`config.mk`:
```
export PLATFORM = sky130hd
export DESIGN_NAME = nvm_ctrl
export DESIGN_NICKNAME = d
export VERILOG_FILES = /design/src/rtl/nvm_ctrl.sv
export SDC_FILE = /design/constraint.sdc
export NUM_CORES = 1
export LEC_CHECK = 0
export ABC_AREA = 1
export CORE_MARGIN = 2
export CORE_UTILIZATION = 45
export CTS_BUF_LIST = sky130_fd_sc_hd__clkbuf_16
export DETAILED_ROUTE_END_ITERATION = 12
export GPL_TIMING_DRIVEN = 0
export PLACE_DENSITY = 0.83
export SYNTH_ARGS = -nofsm -noshare
export SYNTH_HDL_FRONTEND = slang
export SYNTH_SLANG_ARGS = --single-unit
```
`constraint.sdc`:
```
create_clock -name clk -period 4 [get_ports clk]
set_input_delay 0.8 -clock clk [delete_from_list [all_inputs] [get_ports clk]]
set_output_delay 0.8 -clock clk [all_outputs]
set_load 0.05 [all_outputs]
```
`src/rtl/nvm_ctrl.sv`:
```
// NVM command controller: read, keyed single-shot unlock, and timed program with verify.
// The NVM array is external; the controller drives its address, write data and write enable.
module nvm_ctrl #(
  parameter int unsigned ADDR_WIDTH  = 8,
  parameter int unsigned DATA_WIDTH  = 32,
  parameter int unsigned PROG_CYCLES = 4,
  parameter logic [DATA_WIDTH-1:0] UNLOCK_KEY = DATA_WIDTH'(32'hA5C3_5A3C)
) (
  input  logic                  clk,
  input  logic                  rst,
  input  logic                  cmd_valid,
  input  logic [1:0]            cmd_op,
  input  logic [ADDR_WIDTH-1:0] cmd_addr,
  input  logic [DATA_WIDTH-1:0] cmd_wdata,
  output logic                  cmd_ready,
  output logic                  rsp_valid,
  output logic [DATA_WIDTH-1:0] rsp_rdata,
  output logic                  rsp_err,
  output logic                  busy,
  output logic                  unlocked,
  output logic                  mem_we,
  output logic [ADDR_WIDTH-1:0] mem_addr,
  output logic [DATA_WIDTH-1:0] mem_wd,
  input  logic [DATA_WIDTH-1:0] mem_rd
);

  localparam int unsigned CNT_W = (PROG_CYCLES > 1) ? $clog2(PROG_CYCLES) : 1;

  localparam logic [1:0] OP_RD = 2'b00;
  localparam logic [1:0] OP_PG = 2'b01;
  localparam logic [1:0] OP_UL = 2'b10;

  typedef enum logic [2:0] {IDLE, RD, PWAIT, WR, VFY, RSP} state_t;

  state_t                state;
  logic [CNT_W-1:0]      cnt;
  logic [1:0]            lat_op;
  logic [ADDR_WIDTH-1:0] lat_addr;
  logic [DATA_WIDTH-1:0] lat_data;

  assign cmd_ready = (state == IDLE);
  assign busy      = (state != IDLE);
  assign mem_addr  = lat_addr;
  assign mem_wd    = lat_data;

  // rsp_valid and mem_we are set on the edge entering RSP/WR so they coincide with those states
  always_ff @(posedge clk or posedge rst) begin
    if (rst) begin
      state     <= IDLE;
      cnt       <= '0;
      lat_op    <= '0;
      lat_addr  <= '0;
      lat_data  <= '0;
      unlocked  <= 1'b0;
      mem_we    <= 1'b0;
      rsp_valid <= 1'b0;
      rsp_err   <= 1'b0;
      rsp_rdata <= '0;
    end else begin
      mem_we    <= 1'b0;
      rsp_valid <= 1'b0;
      case (state)
        IDLE: begin
          if (cmd_valid) begin
            lat_op   <= cmd_op;
            lat_addr <= cmd_addr;
            lat_data <= cmd_wdata;
            case (cmd_op)
              OP_RD: state <= RD;
              OP_UL: begin
                unlocked  <= (cmd_wdata == UNLOCK_KEY);
                rsp_err   <= (cmd_wdata != UNLOCK_KEY);
                rsp_valid <= 1'b1;
                state     <= RSP;
              end
              OP_PG: begin
                if (unlocked) begin
                  cnt   <= CNT_W'(PROG_CYCLES - 1);
                  state <= PWAIT;
                end else begin
                  rsp_err   <= 1'b1;
                  rsp_valid <= 1'b1;
                  state     <= RSP;
                end
              end
              default: begin
                rsp_err   <= 1'b1;
                rsp_valid <= 1'b1;
                state     <= RSP;
              end
            endcase
          end
        end
        PWAIT: begin
          if (cnt == '0) begin
            mem_we <= 1'b1;
            state  <= WR;
          end else begin
            cnt <= cnt - CNT_W'(1);
          end
        end
        WR: begin
          unlocked <= 1'b0;
          state    <= VFY;
        end
        // Read capture and program verify share the sampling path; only verify can flag an error
        RD, VFY: begin
          rsp_rdata <= mem_rd;
          rsp_err   <= (lat_op == OP_PG) && (mem_rd != lat_data);
          rsp_valid <= 1'b1;
          state     <= RSP;
        end
        RSP:     state <= IDLE;
        default: state <= IDLE;
      endcase
    end
  end

endmodule

```
== After elaboration in Yosys (flattened, before gate mapping) ==
Cells that the tools add are included.

* Register bits after elaboration: 83
* Word-level logic and storage cells: 66
* Input bits: 77
* Output and inout port bits: 78

* Reduce and logical (&&, ||, !) cells: 14
* Muxes and demuxes: 23
* Add/sub/neg operators: 1
* Equal/unequal tests: 18

{| class="wikitable"
|+ Operators with widths
! cell !! number
|-
| $eq 32x32->1 const B || 1
|-
| $ne 32x32->1 || 1
|-
| $ne 32x32->1 const B || 1
|-
| $pmux 3 s4 || 1
|-
| $mux 3 || 3
|-
| $mux 1 || 8
|-
| $mux 2 || 4
|-
| $ne 2x2->1 const B || 4
|-
| $pmux 1 s2 || 4
|-
| $eq 3x2->1 const B || 2
|-
| $ne 2x1->1 const B || 3
|-
| $pmux 3 s2 || 1
|-
| $reduce_bool 2->1 || 3
|-
| $reduce_and 5->1 || 1
|-
| $eq 2x1->1 const B || 2
|-
| $logic_not 2->1 || 2
|-
| $pmux 2 s2 || 1
|-
| $reduce_and 2->1 || 2
|-
| $reduce_and 4->1 || 1
|-
| $eq 3x1->1 const B || 1
|-
| $eq 3x3->1 const B || 1
|-
| $logic_not 3->1 || 1
|-
| $ne 3x3->1 const B || 1
|-
| $pmux 1 s3 || 1
|-
| other kinds (6) || 6
|}

== Depth between registers and ports, before layout ==
* Depth in word-level cells: 4
* Mapped depth: 10
* Gate-level depth less buffers: 10

== Least setup slack after synthesis ==
OpenSTA, ideal clock, no wires.

* Kind: register to output
* Start point: register state[2]
* End point: output port cmd_ready
* Required time: 3200 ps
* Cell stages (with the launch flop): 4
* Arrival time: 1085 ps
* Path slack: 2115 ps
* Buffers on the path: 0
* Cells stage by stage: dfrtp_1 > nor2_4 > nand2_4 > inv_1

* Longest elaborated chain between the ends: 1

{| class="wikitable"
|+ Ends and longest elaborated chain
! what !! line !! source
|-
| from (decl) || 35 || <nowiki>state_t state;</nowiki>
|-
| from (signal assigned) || 49 || <nowiki>state <= IDLE;</nowiki>
|-
| from (signal assigned) || 69 || <nowiki>OP_RD: state <= RD;</nowiki>
|-
| from (signal assigned) || 74 || <nowiki>state <= RSP;</nowiki>
|-
| $logic_not 3->1 || 41 || <nowiki>assign cmd_ready = (state == IDLE);</nowiki>
|-
| to (decl) || 15 || <nowiki>output logic cmd_ready,</nowiki>
|}

No other way between the ends.

== Final worst setup path ==
Ends and elaborated chain as after synthesis.

==> flow_summary_export.csv <==
group,metric,value,unit
worst_setup_path,crit_family,"buffers and inverters",
pwr,vdd_ir_drop_max,0.467,mV
logic_synthesis,syn-mean-instance-area,7.91,sq um
final_layout,nNetsFinal,732,
final_layout,nFillCells,636,
job,drv_cap,0,
sta,max_freq,367,MHz
pwr,p_leak,2.81,nW
clock_network,cts_tree,"done",
logic_synthesis,ys_types,23,
drt,first_pass_iters,5,
run_status,status,"finished, final reports clean",
placement,dpl.cell_count,748,
clock_network,clk_latency,330,ps
final_layout,instances_no_fill,764,
clock_network,cts.sinks,83,
drt,routedWlPerCell,15.1,microns
worst_setup_path,start_kind,"flop",
logic_synthesis,synth_seq_cells,83,
drt,ant_nets,0,
pwr,p_total,5.69,mW
placement,place_area,5560,sq um
placement,gp_congestion,0.872,
logic_synthesis,netlist.area_leader.share,0.538,
sta,post-route-min-period,2720,ps
min_path,hp-start,"mem_addr[7]",
clock_network,cts_buffer_depth,2,
global_routing,antenna_found_initial,0,
sta,post-route-period-util,0.681,
drt,drt_first_iter_violations,142,
sta,fin_skew,5.13,ps
sta,rsz0062_at_grt,"false",
global_routing,grt_pass1_wl,19.1,mm
worst_setup_path,worstPathMaxFanout,6,
worst_setup_path,path_buf_inv,2,
floorplanning,rows,33,
sta,timing.hold.ws,472,ps
worst_setup_path,path_cells,"nor2_4 -> nand2_4 -> inv_1 -> clkdlybuf4s50_1",
clock_network,cts_buffers,9,
drt,drc_errors,0,
drt,routed_via_density,4.93,
logic_synthesis,synth_cells,488,
final_layout,antenna_cells,0,
floorplanning,die_h,96.6,microns
worst_setup_path,crit_arrival,1920,ps
worst_setup_path,slowest_stage,"clkdlybuf4s50_1",
logic_synthesis,ys_seq_area_frac,0.538,
logic_synthesis,synthAdderAreaFrac,0.00324,
logic_synthesis,yosysWarnings,0,
logic_synthesis,netlist_area,3860,sq um
floorplanning,die_w,96.6,microns
final_layout,area_growth,50.7,%
clock_network,clk_pin_slew_worst_paths,60,ps
worst_setup_path,startpoint,"state[2]",
final_layout,multiInputGateArea,1540,sq um
sta,worst_slew_pin_slew,556,ps
drt,dr_total_vias,3767,
logic_synthesis,yosys.area.top_type,"dfrtp_1",
clock_network,cts_htree_levels,3,
clock_network,post-cts-setup-buffers,0,
worst_setup_path,slowest_delay,800,ps
floorplanning,core,8260,sq um
pwr,p_per_area,978,nW/um^2
final_layout,stdcell_area,5820,sq um
logic_synthesis,synthTopCellsByArea,"dfrtp_1 (54%), nand2_1 (23%), xnor2_1 (5.2%)",
min_path,hold_class,"flop to flop",
sta,setup_viol,0,
placement,io_buffers,154,
worst_setup_path,worst-setup-path-type,"flop to primary output",
floorplanning,io_pins,155,
final_layout,seq_area,2080,sq um
final_layout,drive_gt1_frac,0.0561,
global_routing,grt_use_total,0.254,
logic_synthesis,synth-xor-area-share,0.0522,
sta,hold_violations,0,
clock_network,ctsResizeCount,0,
global_routing,gr-total-overflow,0,
logic_synthesis,synth-simple-area-share,0.287,
clock_network,cts_root_buf,"clkbuf_16",
global_routing,grt_pass1_vias,3897,
placement,dp_hpwl,8.92,mm
logic_synthesis,synth_compound_area_frac,0.0554,
global_routing,grt_max_degree,46,
worst_setup_path,reg2reg_from,"state[2]",
worst_setup_path,cp_data_required_time,3200,ps
floorplanning,dieArea,9340,sq um
worst_setup_path,endpoint_kind,"primary output",
sta,slew_headroom,0.628,
logic_synthesis,synth_nets,566,
drt,drt-total-wl,11.6,mm
sta,drv_slew,0,
clock_network,ctsHoldBuffers,0,
logic_synthesis,synth_top_family_by_area,"simple AND/OR/NAND/NOR gates",
floorplanning,start_util,0.468,
logic_synthesis,yosys-mux-area-fraction,0,
==> logic make-up (layout without fill, tap and decap cells) <==
logic type                 Yosys count  in the layout
buffers and inverters               62            233
AOI/OAI and AO/OA                   42             42
DFF                                 83             83
xor gates and xnor gates            23             23
and+or+nand+nor                    277            277
adders and majority gates            1              1
==> power breakdown <==
part	switching, mW	total, mW	internal, mW
clock	0.327	0.738	0.411
sequential	0.309	1.56	1.25
combinational	2.30	3.39	1.09
total	2.94	5.69	2.75
==> worst paths after layout <==
kind                            slack (ps)  cells after the start       endpoint
max in group asynchronous             2510                      3       state[0]
worst max-delay path                  1280                      4      cmd_ready
worst min-delay path                   470                      2    mem_addr[7]
worst min register to register         470                      2    mem_addr[7]
min in group asynchronous              880                      2   rsp_rdata[1]
worst max register to register        2470                      6  rsp_rdata[24]
==> state kept, by name, summed over array words and instances, names as in the netlist <==
name and count:
cnt 2, lat_op 2, mem_addr 8, mem_wd 32, mem_we 1, rsp_err 1, rsp_rdata 32, rsp_valid 1
state 3, unlocked 1
==> cells in the final DEF, fill, tap and decap left out, drive strengths merged <==
cell type,synthesis,layout
clkinv,0,4
clkinvlp,0,2
dfrtp,83,83
buf,12,13
nand3b,1,1
clkbuf,2,11
a22oi,1,1
nor2,29,29
clkdlybuf4s50,0,154
o21ai,35,35
ha,1,1
nand3,3,3
xnor2,23,23
inv,48,49
a21oi,5,5
or2,1,1
a31oi,1,1
nor3,2,2
nand2,240,240
nor3b,1,1
==> final cells by class <==
type | count | share of cell area
plain buffers | 14 | 0.0116
clock buffers | 9 | 0.0387
clock inverters | 7 | 0.00624
inverters | 48 | 0.0314
multi-input cells | 343 | 0.264
flip-flops and latches | 83 | 0.357
well taps | 105 | 0.0226
repair buffers | 155 | 0.268
==> synthesized netlist by cell type <==
library cell / instances
nand3_1: 2
o21ai_0: 32
nor3b_1: 1
nor2_1: 27
nand3b_1: 1
or2_2: 1
nand3_4: 1
a22oi_1: 1
nor2_4: 1
ha_1: 1
inv_1: 45
xnor2_1: 23
nand2_1: 239
dfrtp_1: 83
nand2_4: 1
a31oi_1: 1
inv_2: 3
buf_2: 12
nor2_8: 1
clkbuf_1: 2
o21ai_1: 3
nor3_2: 2
a21oi_1: 5
==> metrics by stage <==
stage | utilization | setup TNS [ps] | setup WS, ps
finish | 0.705 | 0 | 1280
global route | 0.705 | 0 | 1220
CTS | 0.705 | 0 | 1260
detailed placement | 0.673 | 0 | 1630
global placement | 0.670 | -17570 | -215
floorplan | - | 0 | 1060
==> worst reg2reg max path, cell delays in order (launching register included) <==
cell and delay [ps]:
dfrtp_1 420, nor2_4 170, inv_1 100, nand3_4 150, clkbuf_1 400, nand2_1 130
nand2_1 100
==> metal layers <==
metal / up-vias / GRT usage / share of wire
li1: 1806 / - / -
met1: 1789 / 0.315 / 0.41
met2: 148 / 0.431 / 0.50
met3: 24 / 0.0419 / 0.061
met4: 0 / 0.127 / 0.028
met5: - / 0 / 0
No activity file was read; power rests on OpenSTA's default activity.
